`src/rtl/muldiv_unit.sv`:
```
// ----------------------------------------------------------------------------
// muldiv_unit : iterative MULT/MULTU/DIV/DIVU unit driving architectural HI/LO
// Revision    : 1.0 - initial release
// ----------------------------------------------------------------------------
`default_nettype none

module muldiv_unit #(
  parameter int WIDTH = 32
) (
  input  logic             clk,
  input  logic             rst_n,
  input  logic             i_start,
  input  logic [1:0]       i_op,
  input  logic [WIDTH-1:0] i_a,
  input  logic [WIDTH-1:0] i_b,
  output logic             o_busy,
  output logic             o_done,
  output logic [WIDTH-1:0] o_hi,
  output logic [WIDTH-1:0] o_lo,
  output logic             o_div_by_zero
);

  typedef enum logic [1:0] {
    S_IDLE = 2'd0,
    S_RUN  = 2'd1,
    S_FIX  = 2'd2
  } state_t;

  localparam logic [5:0] c_last = 6'(WIDTH - 1);

  state_t             r_state, w_next;
  logic [5:0]         r_cnt;
  logic               r_is_div, r_neg, r_rem_neg, r_dz;
  logic [WIDTH-1:0]   r_bmag;
  logic [2*WIDTH-1:0] r_acc;
  logic               r_busy, r_done, r_div_by_zero;
  logic [WIDTH-1:0]   r_hi, r_lo;

  logic               w_signed, w_is_div, w_b_zero;
  logic [WIDTH-1:0]   w_amag, w_bmag, w_hi, w_lo;
  logic [WIDTH:0]     w_msum, w_shift;
  logic               w_ge;
  logic [WIDTH-1:0]   w_diff, w_rem_next;
  logic [2*WIDTH-1:0] w_iter, w_prod;
  logic [WIDTH-1:0]   w_quot, w_rem;

  assign w_signed = ~i_op[0];
  assign w_is_div = i_op[1];
  assign w_b_zero = (i_b == '0);
  assign w_amag   = (w_signed && i_a[WIDTH-1]) ? -i_a : i_a;
  assign w_bmag   = (w_signed && i_b[WIDTH-1]) ? -i_b : i_b;

  // Accumulator halves: multiply keeps {partial product, multiplier},
  // divide keeps {partial remainder, dividend/quotient}.
  assign w_hi       = r_acc[2*WIDTH-1:WIDTH];
  assign w_lo       = r_acc[WIDTH-1:0];
  assign w_msum     = {1'b0, w_hi} + (w_lo[0] ? {1'b0, r_bmag} : '0);
  assign w_shift    = {w_hi, w_lo[WIDTH-1]};
  assign w_ge       = (w_shift >= {1'b0, r_bmag});
  assign w_diff     = w_shift[WIDTH-1:0] - r_bmag;
  assign w_rem_next = w_ge ? w_diff : w_shift[WIDTH-1:0];
  assign w_iter     = r_is_div ? {w_rem_next, w_lo[WIDTH-2:0], w_ge}
                               : {w_msum, w_lo[WIDTH-1:1]};

  assign w_prod = r_neg ? -r_acc : r_acc;
  assign w_quot = r_neg ? -w_lo : w_lo;
  assign w_rem  = r_rem_neg ? -w_hi : w_hi;

  always_ff @(posedge clk or negedge rst_n) begin
    if (!rst_n) r_state <= S_IDLE;
    else        r_state <= w_next;
  end

  always_comb begin
    w_next = r_state;
    case (r_state)
      S_IDLE: if (i_start) w_next = (w_is_div && w_b_zero) ? S_FIX : S_RUN;
      S_RUN:  if (r_cnt == c_last) w_next = S_FIX;
      S_FIX:  w_next = S_IDLE;
      default: w_next = S_IDLE;
    endcase
  end

  always_ff @(posedge clk or negedge rst_n) begin
    if (!rst_n) begin
      r_cnt         <= '0;
      r_is_div      <= 1'b0;
      r_neg         <= 1'b0;
      r_rem_neg     <= 1'b0;
      r_dz          <= 1'b0;
      r_bmag        <= '0;
      r_acc         <= '0;
      r_busy        <= 1'b0;
      r_done        <= 1'b0;
      r_div_by_zero <= 1'b0;
      r_hi          <= '0;
      r_lo          <= '0;
    end else begin
      r_busy <= (w_next != S_IDLE);
      r_done <= (r_state == S_FIX);
      case (r_state)
        S_IDLE: if (i_start) begin
          r_is_div      <= w_is_div;
          r_neg         <= w_signed && (i_a[WIDTH-1] ^ i_b[WIDTH-1]);
          r_rem_neg     <= w_signed && i_a[WIDTH-1];
          r_dz          <= w_is_div && w_b_zero;
          r_div_by_zero <= 1'b0;
          r_cnt         <= '0;
          r_bmag        <= w_is_div ? w_bmag : w_amag;
          // Divide-by-zero keeps the raw dividend so FIX can return it in HI.
          r_acc         <= {{WIDTH{1'b0}},
                            w_is_div ? (w_b_zero ? i_a : w_amag) : w_bmag};
        end
        S_RUN: begin
          r_acc <= w_iter;
          r_cnt <= r_cnt + 6'd1;
        end
        S_FIX: begin
          if (r_dz) begin
            r_hi          <= w_lo;
            r_lo          <= '1;
            r_div_by_zero <= 1'b1;
          end else if (r_is_div) begin
            r_hi <= w_rem;
            r_lo <= w_quot;
          end else begin
            r_hi <= w_prod[2*WIDTH-1:WIDTH];
            r_lo <= w_prod[WIDTH-1:0];
          end
        end
        default: ;
      endcase
    end
  end

  assign o_busy        = r_busy;
  assign o_done        = r_done;
  assign o_hi          = r_hi;
  assign o_lo          = r_lo;
  assign o_div_by_zero = r_div_by_zero;

endmodule

`default_nettype wire

```
`config.mk`:
```
export PLATFORM = sky130hd
export DESIGN_NAME = muldiv_unit
export DESIGN_NICKNAME = d
export VERILOG_FILES = /design/src/rtl/muldiv_unit.sv
export SDC_FILE = /design/constraint.sdc
export NUM_CORES = 1
export LEC_CHECK = 0
export BUFFER_PORTS_ARGS = -buffer_cell sky130_fd_sc_hd__buf_4
export CORE_MARGIN = 5
export CORE_UTILIZATION = 45
export DETAILED_ROUTE_END_ITERATION = 12
export GPL_TIMING_DRIVEN = 0
export SLEW_MARGIN = 0
export SYNTH_ARGS = -nofsm -noshare
export SYNTH_HDL_FRONTEND = slang
export SYNTH_SLANG_ARGS = --single-unit
```
`constraint.sdc`:
```
create_clock -name clk -period 5.55 [get_ports clk]
set_input_delay 0.555 -clock clk [delete_from_list [all_inputs] [get_ports clk]]
set_output_delay 0.555 -clock clk [all_outputs]
set_load 0.005 [all_outputs]
```
After elaboration in Yosys (flattened, before gate mapping)
Cells that the tools add are included.

Div/mod/pow operators: 0. Reductions and logical operators: 12. Equality and inequality tests: 5. Multiplexer cells: 26. Add/subtract/negate cells: 8. Multipliers: 0. Shifts and indexed selects: 0. Magnitude comparators: 1. Bitwise operators: 2.

Operators with widths (number): 32-bit 2-to-1 mux (13); 64-bit 2-to-1 mux (3); 32-bit negator (4); 64-bit one-hot mux with 2 select lines (1); 64-bit negator (1); 32-bit by 32-bit adder with 33-bit output (1); 33-bit by 32-bit greater-or-equal comparator with 1-bit output (1); 32-bit logical NOT (1); 32-bit subtractor (1); 6-bit one-hot mux with 2 select lines (1); 6-bit by 1-bit adder with 6-bit output, second input constant (1); 6-bit by 5-bit == test with 1-bit output, second input constant (1); 2-bit 2-to-1 mux (3); 6-bit 2-to-1 mux (1); 2-bit nonzero test (3); 1-bit logical AND (4); 2-bit inequality test, second input constant (2); 2-bit one-hot mux with 2 select lines (1); 2-bit AND reduction (2); 3-bit AND reduction (1); 2-bit by 1-bit == test with 1-bit output, second input constant (1); 2-bit == test, second input constant (1); 2-bit logical NOT (1); 1-bit 2-to-1 mux (2); other kinds (3) (3).

Bits in latches: 0. Logic and storage cells: 67. Input bits: 69. Bits in read-only memories: 0. Memory bits (writable): 0. Register bits after elaboration: 175. Memories kept: 0.

Logic depth before layout (Yosys ltp)
Depth after elaboration: 7. Depth in mapped cells: 14. Mapped depth without buffers: 13.

Worst setup path after synthesis
Ideal clock, no wire load.

Path kind: register -> register. Start: register r_acc[31]. End: register r_acc[60]. Period minus slack after synthesis: 3131 ps. Setup slack: 2419 ps. Path buffers: 1. Required time: 5424 ps. Cell stages (with the launch flop): 15. Arrival: 3004 ps. Setup time: 126 ps. Cell sequence: dfrtp_1 clkbuf_1 inv_1 ha_1 inv_1 fa_1 a21o_1 a221oi_1 o21ai_0 a31o_2 a21oi_1 a21oi_1 a31oi_1 xnor2_1 a311o_1.

Word-level cells in the longest chain between the ends: 4.

Ends and longest elaborated chain: start: declaration (line 35) `logic [2*WIDTH-1:0] r_acc;`; start signal: assignment (line 111) `r_acc <= {{WIDTH{1'b0}},`; start signal: assignment (line 115) `r_acc <= w_iter;`; 32-bit subtractor or 33-bit by 32-bit greater-or-equal comparator with 1-bit output (tied branches) (line 60, 59); 32-bit 2-to-1 mux * (line 61) `assign w_rem_next = w_ge ? w_diff : w_shift[WIDTH-1:0];`; 64-bit 2-to-1 mux * (line 62) `assign w_iter = r_is_div ? {w_rem_next, w_lo[WIDTH-2:0], w_ge}`; 64-bit one-hot mux with 2 select lines * (line 101) `case (r_state)`.

Every way passes the cells marked *; elsewhere a longest branch is shown, timed or not. A chain may end at the register's enable or synchronous reset.

Worst setup path in the final report
Start: register r_acc[47]. End: register r_acc[54].

Word-level cells in the longest chain between the ends: 4.

Ends and longest elaborated chain (line): 32-bit subtractor or 33-bit by 32-bit greater-or-equal comparator with 1-bit output (tied branches) (60, 59); 32-bit 2-to-1 mux (61); 64-bit 2-to-1 mux * (62); 64-bit one-hot mux with 2 select lines * (101).

Marks and branches as above.

==> impl.org <==
** CTS
- Clock latency on the worst-skew pair, taken at its later pin, is around 0.47 ns.
- The clock passes through at most 2 buffers.
- After clock tree synthesis, the flow added hold-fix buffers numbering 0.
- Clock-pin slew was measured on the worst setup and hold paths at 0.07 ns.
- Count of buffers added by post-CTS timing repair for setup :: 0
- TritonCTS clock tree :: yes
- Cell at the root of the clock tree :: sky130_fd_sc_hd__clkbuf_16
- Number of buffers created by CTS :: 17
- Clk sinks :: 175
- Depth of the CTS H-tree :: 4
- The number of gates resized after CTS was 0.

** Power and ir drop
- Pleak :: 7.53 nW
- Power Dens Cells :: 634 nW/um^2
- Worst voltage drop across the vdd grid :: 0.000472 V

** GRT
- The number of global-route vias before repair came to 15.6k.
- In the global route stage, overall resource usage came out at around a third.
- Largest net degree at the start of global routing :: 104
- Total grt overflow :: 0
- The first global-routing pass estimated 95800 um of wire.
- The initial antenna violation count is 0.

** Worst hold path
- The tightest min-delay check is of the primary input to async pin type.

** Floorplanning
- During I/O placement, the number of pins put on the boundary was 136.
- The die is a little under 200 um tall.
- After floorplanning, the core was divided into 68 placement rows.
- Starting density of the core :: 45.3%
- The die covers around 38000 sq um.
- Core Box Area :: about 34000 sq um
- The floorplan step set the die width to around 200 um.

** Routing
- DRT Wirelength :: 63200 um
- Detailed-router iteration count before antenna repair :: 6
- Post-route DRC :: 0
- Dividing the detail-routed wire length by the instance count gives 24.0 um.
- The count of nets left with antenna violations once routing finished came out at 0.
- DR iter-0 viols :: 1875
- Via count :: 16.4k
- Number of vias per cell after detailed routing :: about 6.2

** STA
- Number of failing setup endpoints in the final timing report :: 0
- Maximum frequency from static timing analysis :: 0.220 GHz
- Maximum clock skew at final layout :: between 0.015 and 0.02 ns
- Period utilisation layout :: 81.9%
- Across all hold checks on the routed design, the worst slack comes to 0.0641 ns.
- Final Critical Period :: 4.55 ns
- The final-report max-slew violation count is 0.
- Headroom to the max-slew limit came out at between 30% and 40%.
- Worst Slack Setup Final :: 1.00 ns
- Sum Neg Setup Slack :: 0 ns
- Final hold viol count :: 0
- For the pin with the worst max-slew slack, the measured transition is 0.992 ns.
- Setup repair after global routing missed its margin :: false

** Setup path
- Required time at the worst-slack endpoint :: 5.88 ns
- WP data arrival :: 4.87 ns
- STA classifies the critical path endpoint as a flop.
- The worst setup path is launched from a flop.
- The worst setup path is of the flop to flop kind.
- Critical-path maximum fanout :: 10

** Yosys
- Post-synth EDFFs :: 0
- Count of unique library cells instantiated by Yosys :: 82
- Synthesized area per cell :: 7.71 sq um
- Commonest register cell after synthesis :: sky130_fd_sc_hd__dfrtp_1
- For this run, the number of Yosys warnings is 0.
- Number of storage elements in the synthesis netlist :: between 150 and 200
- In the synthesized netlist the async set-or-reset flop fraction comes to 100%.
- Counting every instance in the synthesized netlist gives 2013.
- Netlist area before placement :: 15500 sq um
- Seq/Total Area, Yosys :: 28.2%
- When the netlist entered floorplanning its net count stood at 2153.

** Cells and area
- Final-stage net count :: 2308
- Synth-to-layout area growth :: 14.3%
- The post-route netlist has under 10% of its cells at a drive strength greater than 1.
- 0 antenna diodes ended up in the layout.
- Final design utilization :: between 50% and 60%

** Placed design
- The HPWL after detailed placement is between 50000 and 60000 um.
- Place WS :: 1.20 ns
- Routability-driven placement finished with a final weighted congestion of 0.993.
- Number of buffers inserted by port buffering :: 134

** Run
- Max-cap viol count :: 0

** Status
- The run finished with clean final reports.
==> per-stage QoR <==
step	total power, W	cells	area (sq um)
6_report	0.0112	2636	17700
5_1_grt	0.0120	2636	17700
4_1_cts	0.0111	2636	17700
3_5_place_dp	0.00975	2604	17100
3_3_place_gp	0.00967	2602	17100
2_1_floorplan	0.00722	2013	15500
==> placed cells by master, fill, tap and decap left out, drive strengths merged, types with 46 or more instances in the layout <==
| master | Yosys | layout |
|---|---|---|
| nand2 | 209 | 209 |
| xor2 | 99 | 99 |
| xnor2 | 99 | 99 |
| ha | 69 | 69 |
| inv | 64 | 70 |
| o21ai | 229 | 229 |
| a21oi | 198 | 198 |
| dfrtp | 175 | 175 |
| nor2 | 200 | 200 |
| buf | 24 | 160 |
| clkbuf | 117 | 135 |
| nor3 | 46 | 46 |
| mux2i | 66 | 66 |
==> report_power, final <==
group          total (W)  switching (W)  leakage [nW]  internal [W]
clock network    0.00129       0.000636         0.301      0.000656
registers        0.00262       0.000766          2.10       0.00185
logic            0.00734        0.00446          5.13       0.00287
==> worst max-delay path, cell delays in order (launching register included) <==
cell                       delay [ns]
sky130_fd_sc_hd__dfrtp_1         0.64
sky130_fd_sc_hd__ha_1            0.32
sky130_fd_sc_hd__clkbuf_1        0.17
sky130_fd_sc_hd__a21oi_1         0.24
sky130_fd_sc_hd__o21ai_0         0.15
sky130_fd_sc_hd__or3_1           0.44
sky130_fd_sc_hd__a221oi_1        0.67
sky130_fd_sc_hd__o221ai_1        0.31
sky130_fd_sc_hd__o32a_1          0.23
sky130_fd_sc_hd__clkbuf_1        0.27
sky130_fd_sc_hd__clkbuf_1        0.36
sky130_fd_sc_hd__a311oi_1        0.44
sky130_fd_sc_hd__o31ai_1         0.15
==> cells by family (layout without fill, tap and decap cells) <==
kind of cell,Yosys count,after routing,share of synthesized area (%)
AO/OA/AOI/OAI,666,666,26.3
AND/OR/NAND/NOR,627,627,18.8
buffers and inverters,206,374,5.11
XOR/XNOR,198,198,11.2
flip-flops,175,175,28.2
adder cells (fa/ha/maj),71,71,5.82
multiplexers,70,70,4.55
==> worst paths after layout <==
| path | cells after the start | startpoint | slack (ns) | endpoint |
|---|---|---|---|---|
| setup reg to reg | 12 | r_acc[47] | 1.00 | r_acc[54] |
| min in group clk | 2 | i_op[0] | 0.38 | r_neg |
| max in group asynchronous | 2 | rst_n | 4.54 | r_bmag[1] |
| setup / recovery | 12 | r_acc[47] | 1.00 | r_acc[54] |
| hold / removal | 1 | rst_n | 0.06 | r_acc[38] |
| hold reg to reg | 2 | o_hi[28] | 0.49 | o_hi[28] |
==> cell type report <==
class                   count  area [sq um]
clock inverters            14           171
multi-input cells        1632         10300
repair buffers            136          1050
clock buffers              18           439
fillers                  3405         16500
well taps                 455           569
flip-flops and latches    175          4380
plain buffers             141           549
inverters                  65           244
==> Yosys cell counts (22+ instances only) <==
| cell type | n | share of area, % |
|---|---|---|
| sky130_fd_sc_hd__clkbuf_1 | 117 | 2.8 |
| sky130_fd_sc_hd__mux2i_1 | 66 | 4.3 |
| sky130_fd_sc_hd__xor2_1 | 99 | 5.6 |
| sky130_fd_sc_hd__nand3_1 | 22 | 0.71 |
| sky130_fd_sc_hd__a31oi_1 | 22 | 0.89 |
| sky130_fd_sc_hd__o21ai_0 | 186 | 6.0 |
| sky130_fd_sc_hd__xnor2_1 | 99 | 5.6 |
| sky130_fd_sc_hd__inv_1 | 64 | 1.5 |
| sky130_fd_sc_hd__o21ai_1 | 41 | 1.3 |
| sky130_fd_sc_hd__dfrtp_1 | 175 | 28 |
| sky130_fd_sc_hd__nor2_1 | 200 | 4.8 |
| sky130_fd_sc_hd__a21oi_1 | 198 | 6.4 |
| sky130_fd_sc_hd__or3_1 | 24 | 0.97 |
| sky130_fd_sc_hd__a22oi_1 | 22 | 1.1 |
| sky130_fd_sc_hd__ha_1 | 69 | 5.6 |
| sky130_fd_sc_hd__nand2_1 | 209 | 5.1 |
| sky130_fd_sc_hd__nor3_1 | 45 | 1.5 |
| sky130_fd_sc_hd__a21o_1 | 29 | 1.4 |
==> per-layer routing <==
metal / track usage, % / vias to the layer above / part of all wire, %
li1: - / 7556 / -
met1: 46.4 / 7859 / 43
met2: 47.7 / 871 / 43
met3: 5.43 / 153 / 9.3
met4: 14.1 / 0 / 4.7
met5: 0 / - / 0
==> registers in the layout, indices dropped and copies added, names as in the netlist, 2 cells and up <==
name and cells:
r_state 2, r_cnt 6, o_lo 32, o_hi 32
r_bmag 32, r_acc 64
Note: power is estimated with default switching activity, not from simulation.
